**config.mk**
```make
export PLATFORM = sky130hd
export DESIGN_NAME = mem_port_arbiter_flat
export DESIGN_NICKNAME = d
export VERILOG_FILES = /design/src/rtl/mem_port_arbiter_if.sv /design/src/rtl/mem_port_arbiter.sv /design/src/flat_wrapper.sv
export SDC_FILE = /design/constraint.sdc
export NUM_CORES = 1
export LEC_CHECK = 0
export CORE_MARGIN = 1
export CORE_UTILIZATION = 40
export CTS_CLUSTER_DIAMETER = 100
export DETAILED_ROUTE_END_ITERATION = 16
export PLACE_DENSITY = 0.81
export SLEW_MARGIN = 25
export SYNTH_ARGS = -nofsm -noshare
export SYNTH_HDL_FRONTEND = slang
export SYNTH_SLANG_ARGS = --single-unit
```
**constraint.sdc**
```tcl
create_clock -name clk_40M -period 6.4 [get_ports clk_40M]
set_clock_uncertainty 0.1 [all_clocks]
set_input_delay 0.96 -clock clk_40M [delete_from_list [all_inputs] [get_ports clk_40M]]
set_output_delay 0.96 -clock clk_40M [all_outputs]
set_load 0.005 [all_outputs]
```
**src/rtl/mem_port_arbiter_if.sv**
```systemverilog
// rtl/mem_port_arbiter_if.sv - master/slave bundle between two requesters, the arbiter and mem_controller
`timescale 1ns/1ps
interface mem_port_arbiter_if #(
    parameter int ADDR_W = 32,
    parameter int DATA_W = 32
);
    logic              m0_req;
    logic              m0_we;
    logic [ADDR_W-1:0] m0_addr;
    logic [3:0]        m0_be_n;
    logic [DATA_W-1:0] m0_wdata;
    logic              m0_ack;
    logic [DATA_W-1:0] m0_rdata;
    logic              m0_err;

    logic              m1_req;
    logic              m1_we;
    logic [ADDR_W-1:0] m1_addr;
    logic [3:0]        m1_be_n;
    logic [DATA_W-1:0] m1_wdata;
    logic              m1_ack;
    logic [DATA_W-1:0] m1_rdata;
    logic              m1_err;

    logic              s_oen;
    logic              s_wen;
    logic [3:0]        s_be_n;
    logic [ADDR_W-1:0] s_addr;
    logic [DATA_W-1:0] s_wdata;
    logic [DATA_W-1:0] s_rdata;
    logic              s_done;
    logic [1:0]        grant;

    modport slave (
        input  m0_req, m0_we, m0_addr, m0_be_n, m0_wdata,
        input  m1_req, m1_we, m1_addr, m1_be_n, m1_wdata,
        input  s_rdata, s_done,
        output m0_ack, m0_rdata, m0_err,
        output m1_ack, m1_rdata, m1_err,
        output s_oen, s_wen, s_be_n, s_addr, s_wdata, grant
    );

    modport master (
        output m0_req, m0_we, m0_addr, m0_be_n, m0_wdata,
        output m1_req, m1_we, m1_addr, m1_be_n, m1_wdata,
        output s_rdata, s_done,
        input  m0_ack, m0_rdata, m0_err,
        input  m1_ack, m1_rdata, m1_err,
        input  s_oen, s_wen, s_be_n, s_addr, s_wdata, grant
    );
endinterface

```
**src/rtl/mem_port_arbiter.sv**
```systemverilog
// rtl/mem_port_arbiter.sv - round-robin sharing of the mem_controller port by two masters; ARB_TIMEOUT_EN adds an access timeout
`timescale 1ns/1ps
module mem_port_arbiter #(
    parameter int ADDR_W = 32,
    parameter int DATA_W = 32
`ifdef ARB_TIMEOUT_EN
    ,
    parameter int TIMEOUT = 255
`endif
) (
    input logic               clk_40M,
    input logic               rst,
    mem_port_arbiter_if.slave bus
);
    typedef enum logic [1:0] {IDLE = 2'd0, ACCESS = 2'd1, RELEASE = 2'd2} state_t;

    state_t            state_q, state_nxt;
    logic              last_q, last_nxt;
    logic              owner_q, owner_nxt;
    logic              oen_q, oen_nxt;
    logic              wen_q, wen_nxt;
    logic [3:0]        be_q, be_nxt;
    logic [ADDR_W-1:0] addr_q, addr_nxt;
    logic [DATA_W-1:0] wdata_q, wdata_nxt;
    logic [1:0]        grant_q, grant_nxt;
    logic [1:0]        ack_q, ack_nxt;
    logic [1:0]        err_q, err_nxt;
    logic [DATA_W-1:0] rdata0_q, rdata0_nxt;
    logic [DATA_W-1:0] rdata1_q, rdata1_nxt;
    logic              finish, timed_out;
    logic [DATA_W-1:0] rd_val;
`ifdef ARB_TIMEOUT_EN
    logic [31:0]       cnt_q, cnt_nxt;
`endif

    logic              any_req, sel, sel_we;
    logic [ADDR_W-1:0] sel_addr;
    logic [3:0]        sel_be_n;
    logic [DATA_W-1:0] sel_wdata;

    // On a tie the master that did not win last time is chosen
    assign any_req   = bus.m0_req | bus.m1_req;
    assign sel       = (bus.m0_req & bus.m1_req) ? ~last_q : bus.m1_req;
    assign sel_we    = sel ? bus.m1_we    : bus.m0_we;
    assign sel_addr  = sel ? bus.m1_addr  : bus.m0_addr;
    assign sel_be_n  = sel ? bus.m1_be_n  : bus.m0_be_n;
    assign sel_wdata = sel ? bus.m1_wdata : bus.m0_wdata;

    always_comb begin
        state_nxt  = state_q;
        last_nxt   = last_q;
        owner_nxt  = owner_q;
        oen_nxt    = oen_q;
        wen_nxt    = wen_q;
        be_nxt     = be_q;
        addr_nxt   = addr_q;
        wdata_nxt  = wdata_q;
        grant_nxt  = grant_q;
        ack_nxt    = 2'b00;
        err_nxt    = 2'b00;
        rdata0_nxt = rdata0_q;
        rdata1_nxt = rdata1_q;
        finish     = 1'b0;
        timed_out  = 1'b0;
        rd_val     = bus.s_rdata;
`ifdef ARB_TIMEOUT_EN
        cnt_nxt    = cnt_q;
`endif
        case (state_q)
            IDLE: begin
                if (any_req) begin
                    owner_nxt = sel;
                    grant_nxt = sel ? 2'b10 : 2'b01;
                    addr_nxt  = sel_addr;
                    be_nxt    = sel_be_n;
                    wdata_nxt = sel_wdata;
                    oen_nxt   = sel_we;
                    wen_nxt   = ~sel_we;
`ifdef ARB_TIMEOUT_EN
                    cnt_nxt   = 32'd0;
`endif
                    state_nxt = ACCESS;
                end
            end
            ACCESS: begin
                finish = bus.s_done;
`ifdef ARB_TIMEOUT_EN
                timed_out = !bus.s_done && (cnt_q == 32'(TIMEOUT - 1));
                cnt_nxt   = cnt_q + 32'd1;
`endif
                if (finish || timed_out) begin
                    oen_nxt   = 1'b1;
                    wen_nxt   = 1'b1;
                    ack_nxt   = owner_q ? 2'b10 : 2'b01;
                    err_nxt   = timed_out ? ack_nxt : 2'b00;
                    rd_val    = timed_out ? {DATA_W{1'b0}} : bus.s_rdata;
                    // Writes keep the owner's previous read data
                    if (timed_out || !oen_q) begin
                        if (owner_q) rdata1_nxt = rd_val;
                        else         rdata0_nxt = rd_val;
                    end
                    last_nxt  = owner_q;
                    grant_nxt = 2'b00;
                    state_nxt = RELEASE;
                end
            end
            RELEASE: state_nxt = IDLE;
            default: state_nxt = IDLE;
        endcase
    end

    always_ff @(posedge clk_40M or posedge rst) begin
        if (rst) begin
            state_q  <= IDLE;
            last_q   <= 1'b1;
            owner_q  <= 1'b0;
            oen_q    <= 1'b1;
            wen_q    <= 1'b1;
            be_q     <= 4'b0000;
            addr_q   <= '0;
            wdata_q  <= '0;
            grant_q  <= 2'b00;
            ack_q    <= 2'b00;
            err_q    <= 2'b00;
            rdata0_q <= '0;
            rdata1_q <= '0;
`ifdef ARB_TIMEOUT_EN
            cnt_q    <= 32'd0;
`endif
        end else begin
            state_q  <= state_nxt;
            last_q   <= last_nxt;
            owner_q  <= owner_nxt;
            oen_q    <= oen_nxt;
            wen_q    <= wen_nxt;
            be_q     <= be_nxt;
            addr_q   <= addr_nxt;
            wdata_q  <= wdata_nxt;
            grant_q  <= grant_nxt;
            ack_q    <= ack_nxt;
            err_q    <= err_nxt;
            rdata0_q <= rdata0_nxt;
            rdata1_q <= rdata1_nxt;
`ifdef ARB_TIMEOUT_EN
            cnt_q    <= cnt_nxt;
`endif
        end
    end

    assign bus.s_oen    = oen_q;
    assign bus.s_wen    = wen_q;
    assign bus.s_be_n   = be_q;
    assign bus.s_addr   = addr_q;
    assign bus.s_wdata  = wdata_q;
    assign bus.grant    = grant_q;
    assign bus.m0_ack   = ack_q[0];
    assign bus.m1_ack   = ack_q[1];
    assign bus.m0_err   = err_q[0];
    assign bus.m1_err   = err_q[1];
    assign bus.m0_rdata = rdata0_q;
    assign bus.m1_rdata = rdata1_q;
endmodule

```
**src/flat_wrapper.sv**
```systemverilog
// flat-port wrapper written by rule: the top's interface ports become plain ports
module mem_port_arbiter_flat 
#(
    parameter int ADDR_W = 32,
    parameter int DATA_W = 32

)
  (clk_40M, rst, bus_m0_req, bus_m0_we, bus_m0_addr, bus_m0_be_n, bus_m0_wdata, bus_m1_req, bus_m1_we, bus_m1_addr, bus_m1_be_n, bus_m1_wdata, bus_s_rdata, bus_s_done, bus_m0_ack, bus_m0_rdata, bus_m0_err, bus_m1_ack, bus_m1_rdata, bus_m1_err, bus_s_oen, bus_s_wen, bus_s_be_n, bus_s_addr, bus_s_wdata, bus_grant);
  mem_port_arbiter_if #(.ADDR_W(ADDR_W), .DATA_W(DATA_W)) bus_i ();
  input logic clk_40M;
  input logic rst;
  input wire logic [$bits(bus_i.m0_req)-1:0] bus_m0_req;
  input wire logic [$bits(bus_i.m0_we)-1:0] bus_m0_we;
  input wire logic [$bits(bus_i.m0_addr)-1:0] bus_m0_addr;
  input wire logic [$bits(bus_i.m0_be_n)-1:0] bus_m0_be_n;
  input wire logic [$bits(bus_i.m0_wdata)-1:0] bus_m0_wdata;
  input wire logic [$bits(bus_i.m1_req)-1:0] bus_m1_req;
  input wire logic [$bits(bus_i.m1_we)-1:0] bus_m1_we;
  input wire logic [$bits(bus_i.m1_addr)-1:0] bus_m1_addr;
  input wire logic [$bits(bus_i.m1_be_n)-1:0] bus_m1_be_n;
  input wire logic [$bits(bus_i.m1_wdata)-1:0] bus_m1_wdata;
  input wire logic [$bits(bus_i.s_rdata)-1:0] bus_s_rdata;
  input wire logic [$bits(bus_i.s_done)-1:0] bus_s_done;
  output wire logic [$bits(bus_i.m0_ack)-1:0] bus_m0_ack;
  output wire logic [$bits(bus_i.m0_rdata)-1:0] bus_m0_rdata;
  output wire logic [$bits(bus_i.m0_err)-1:0] bus_m0_err;
  output wire logic [$bits(bus_i.m1_ack)-1:0] bus_m1_ack;
  output wire logic [$bits(bus_i.m1_rdata)-1:0] bus_m1_rdata;
  output wire logic [$bits(bus_i.m1_err)-1:0] bus_m1_err;
  output wire logic [$bits(bus_i.s_oen)-1:0] bus_s_oen;
  output wire logic [$bits(bus_i.s_wen)-1:0] bus_s_wen;
  output wire logic [$bits(bus_i.s_be_n)-1:0] bus_s_be_n;
  output wire logic [$bits(bus_i.s_addr)-1:0] bus_s_addr;
  output wire logic [$bits(bus_i.s_wdata)-1:0] bus_s_wdata;
  output wire logic [$bits(bus_i.grant)-1:0] bus_grant;
  assign bus_i.m0_req = bus_m0_req;
  assign bus_i.m0_we = bus_m0_we;
  assign bus_i.m0_addr = bus_m0_addr;
  assign bus_i.m0_be_n = bus_m0_be_n;
  assign bus_i.m0_wdata = bus_m0_wdata;
  assign bus_i.m1_req = bus_m1_req;
  assign bus_i.m1_we = bus_m1_we;
  assign bus_i.m1_addr = bus_m1_addr;
  assign bus_i.m1_be_n = bus_m1_be_n;
  assign bus_i.m1_wdata = bus_m1_wdata;
  assign bus_i.s_rdata = bus_s_rdata;
  assign bus_i.s_done = bus_s_done;
  assign bus_m0_ack = bus_i.m0_ack;
  assign bus_m0_rdata = bus_i.m0_rdata;
  assign bus_m0_err = bus_i.m0_err;
  assign bus_m1_ack = bus_i.m1_ack;
  assign bus_m1_rdata = bus_i.m1_rdata;
  assign bus_m1_err = bus_i.m1_err;
  assign bus_s_oen = bus_i.s_oen;
  assign bus_s_wen = bus_i.s_wen;
  assign bus_s_be_n = bus_i.s_be_n;
  assign bus_s_addr = bus_i.s_addr;
  assign bus_s_wdata = bus_i.s_wdata;
  assign bus_grant = bus_i.grant;
  mem_port_arbiter #(.ADDR_W(ADDR_W), .DATA_W(DATA_W)) u_core (.clk_40M(clk_40M), .rst(rst), .bus(bus_i));
endmodule
```
==> flow_metrics.py <==
metrics = {
    "synth": {
        "synth.top_cell.area_share_pct": 58.2,
        "avgSynthCellArea_um2": 12.6,
        "synth_area_leaders": "dfrtp_1 (58%), mux2_2 (12%), a221o_1 (11%)",
        "yosysWarnings": 0,
        "ys_seq_elements": 142,
        "synthCells": 476,
        "synthesis.area_um2": 5980,
        "yosysTopAreaCell": "dfrtp_1",
        "synth-seq-area-share_pct": 59.5,
        "yosysUniqueCellTypes": 28,
    },
    "timing": {
        "period_share_pct": 44.3,
        "hold_slack_ps": 385,
        "worst_slack_ps": 3560,
        "worstMarginPinSlew_ps": 927,
        "setup-tns-final_ps": 0,
        "final-setup-viol-count": 0,
        "min_period_ps": 2840,
        "slew_violations": 0,
        "max-slew-margin-rel_pct": 37.9,
        "rsz0062_at_grt": "no",
        "timing.fmax_mhz": 353,
        "finalHoldViolations": 0,
    },
    "place": {
        "pre_cts_slack_ps": 3100,
        "io_buffer_count": 312,
        "place_area_um2": 9170,
        "place_inst": 939,
        "dp_hpwl_mm": 13.0,
        "gp_congestion": 0.881,
    },
    "global_routing": {
        "grt-ovfl-total": 0,
        "grt_pass1_vias": 5468,
        "grt_start_max_net_pins": 88,
        "antenna_found_initial": 0,
        "grt_usage_pct": 23.9,
        "grt_pass1_wl_mm": 28.6,
    },
    "routing": {
        "via_count": 5082,
        "drc_errors": 0,
        "drtIter0Drc": 226,
        "via_per_inst": 5.23,
        "drtAntennaViolNets": 0,
        "drt_pass1_iterations": 5,
        "totalWireLength_mm": 18.1,
        "wl_per_cell_um": 18.7,
    },
    "cts": {
        "cts_root_buf": "clkbuf_16",
        "postCtsSetupRepairBufs": 0,
        "hold_buffers": 0,
        "cts_resized": 0,
        "cts_buffers": 17,
        "numClockSinks": 142,
        "insertion_delay_ps": 410,
        "clock_path_buffers": 2,
        "cts_htree_levels": 4,
        "clk_pin_slew_worst_paths_ps": 60,
        "cts_tree": "yes",
    },
    "power": {
        "p_comb_share_pct": 42.3,
        "swShare_pct": 30.1,
        "p_switching_w": 0.00136,
        "p_leak_nw": 4.31,
        "clockPowerShare_pct": 22.2,
        "internal-power_w": 0.00315,
        "power_frac_seq_pct": 35.6,
        "powerDensity_nw_per_um2": 461,
        "ir_drop_v": 0.000240,
    },
    "setup_path": {
        "critPathLaunchType": "input pin",
        "timing.rr.end": "u_core.bus.m1_rdata[15]$_DFFE_PP0P_",
        "startpoint": "bus_s_done",
        "crit_path_max_fanout": 32,
        "ff2ff_path_depth": 4,
        "worstPathArrival_ps": 3030,
        "end_kind": "register",
        "required_ps": 6600,
        "r2r-start": "u_core.state_q[1]$_DFFE_PP0P_",
        "r2r_slack_ps": 4170,
        "crit_type": "in -> reg",
    },
    "finish": {
        "final_cell_mix": "clkdlybuf4s50_1 (312), dfrtp_1 (139), inv_1 (68), nor3_1 (68), a221o_1 (68)",
        "drive_gt1_share_pct": 14.5,
        "fillCellCount": 1096,
        "area_growth_pct": 63.4,
        "register_area_um2": 3560,
        "fin_cells": 971,
        "mostFrequentLayoutCell": "clkdlybuf4s50_1",
        "diodes": 0,
        "stdcell_area_um2": 9770,
        "multiInputGateArea_um2": 1950,
        "layout.nets": 949,
    },
    "outcome": {
        "outcome": "completed",
    },
    "die": {
        "fp-row-count": 44,
        "die_width_um": 124,
        "core_area_um2": 14500,
        "die_area_um2": 15400,
        "ios": 315,
        "initial_core_util_pct": 41.1,
        "die_y_um": 124,
    },
    "hold_path": {
        "holdPathStages": 1,
        "holdPathEnd": "u_core.bus.m0_rdata[24]$_DFFE_PP0P_",
        "hp-class": "reg -> reg",
        "worstHoldStart": "u_core.bus.m0_rdata[24]$_DFFE_PP0P_",
    },
    "flow_run": {
        "max_cap_viol_count": 0,
    },
}
## worst max-delay path, cell delays in order
cell	delay, ps
clkdlybuf4s50_1	530
nand3b_4	150
inv_2	120
nand3b_2	660
mux2_1	590
## through the flow
step           utilization (%)  power, W
6_report                  67.2   0.00450
5_1_grt                   67.2   0.00473
4_1_cts                   67.2   0.00454
3_5_place_dp              63.1   0.00352
3_3_place_gp              63.1   0.00345
2_1_floorplan                -   0.00237
## cell type report
cell class	instances	area share [%]
clock buffer	17	4.35
clock inverter	15	1.79
inverter	70	2.74
multi-input combinational	225	19.9
sequential	142	36.4
tap	184	2.36
timing repair buffer	318	32.4
## layer usage
metal	global-route usage, %	routed length, um
met2	41.3	9330
met5	0	0
met4	11.6	522
met3	6.53	1170
met1	27.0	7090
## how the worst max path moves through the flow
| stage | end | slack (ps) |
|---|---|---|
| 4_1_cts | u_core.bus.m1_rdata[15]$_DFFE_PP0P_ | 3530 |
| 3_5_place_dp | u_core.bus.m1_rdata[15]$_DFFE_PP0P_ | 3100 |
| 3_3_place_gp | u_core.bus.m1_rdata[15]$_DFFE_PP0P_ | 3180 |
| 6_report | u_core.bus.m1_rdata[15]$_DFFE_PP0P_ | 3560 |
| 5_1_grt | u_core.bus.m1_rdata[15]$_DFFE_PP0P_ | 3410 |
| 2_1_floorplan | u_core.ack_q[0]$_DFF_PP0_ | 1540 |
## flip-flops by register name, summed over array words and instances, names as in the netlist
name and flops:
u_core.bus.s_addr 32, u_core.last_q 1, u_core.bus.grant 2, u_core.state_q 2, u_core.bus.s_be_n 4, u_core.bus.s_oen 1, u_core.bus.m1_rdata 32, u_core.bus.m0_rdata 32
u_core.bus.s_wdata 32, u_core.owner_q 1, u_core.ack_q 2, u_core.bus.s_wen 1
## Yosys cell counts
cell type	count
inv_1	69
conb_1	1
nor3_1	68
mux2_2	62
buf_2	12
buf_1	4
buf_4	9
a31o_2	2
clkbuf_1	11
or2b_1	1
and2_1	1
o21ai_0	2
nor3_4	1
inv_2	1
a21o_1	2
nand3b_4	1
buf_6	4
a221o_1	68
nor2_1	4
dfrtp_1	139
mux2_1	3
and3_1	1
nand2b_1	2
dfstp_2	3
mux2i_1	2
or2_1	1
a21bo_2	1
nand3b_2	1
## cells by family after synthesis
| family | after synthesis | share of synthesized area [%] |
|---|---|---|
| AO/OA/AOI/OAI | 75 | 12.3 |
| buffers and inverters | 110 | 8.22 |
| flip-flops | 142 | 59.5 |
| multiplexers | 67 | 12.6 |
| other | 1 | 0.0627 |
| AND/OR/NAND/NOR | 81 | 7.39 |
## power groups by stage
stage	Combinational (W)	Sequential [W]	Clock (W)
floorplan	0.000764	0.00160	0
global placement	0.00186	0.00159	0
detailed placement	0.00192	0.00160	0
CTS	0.00193	0.00160	0.00101
global route	0.00202	0.00165	0.00106
finish	0.00190	0.00160	0.000998
Note: power is estimated with default switching activity, not from simulation.
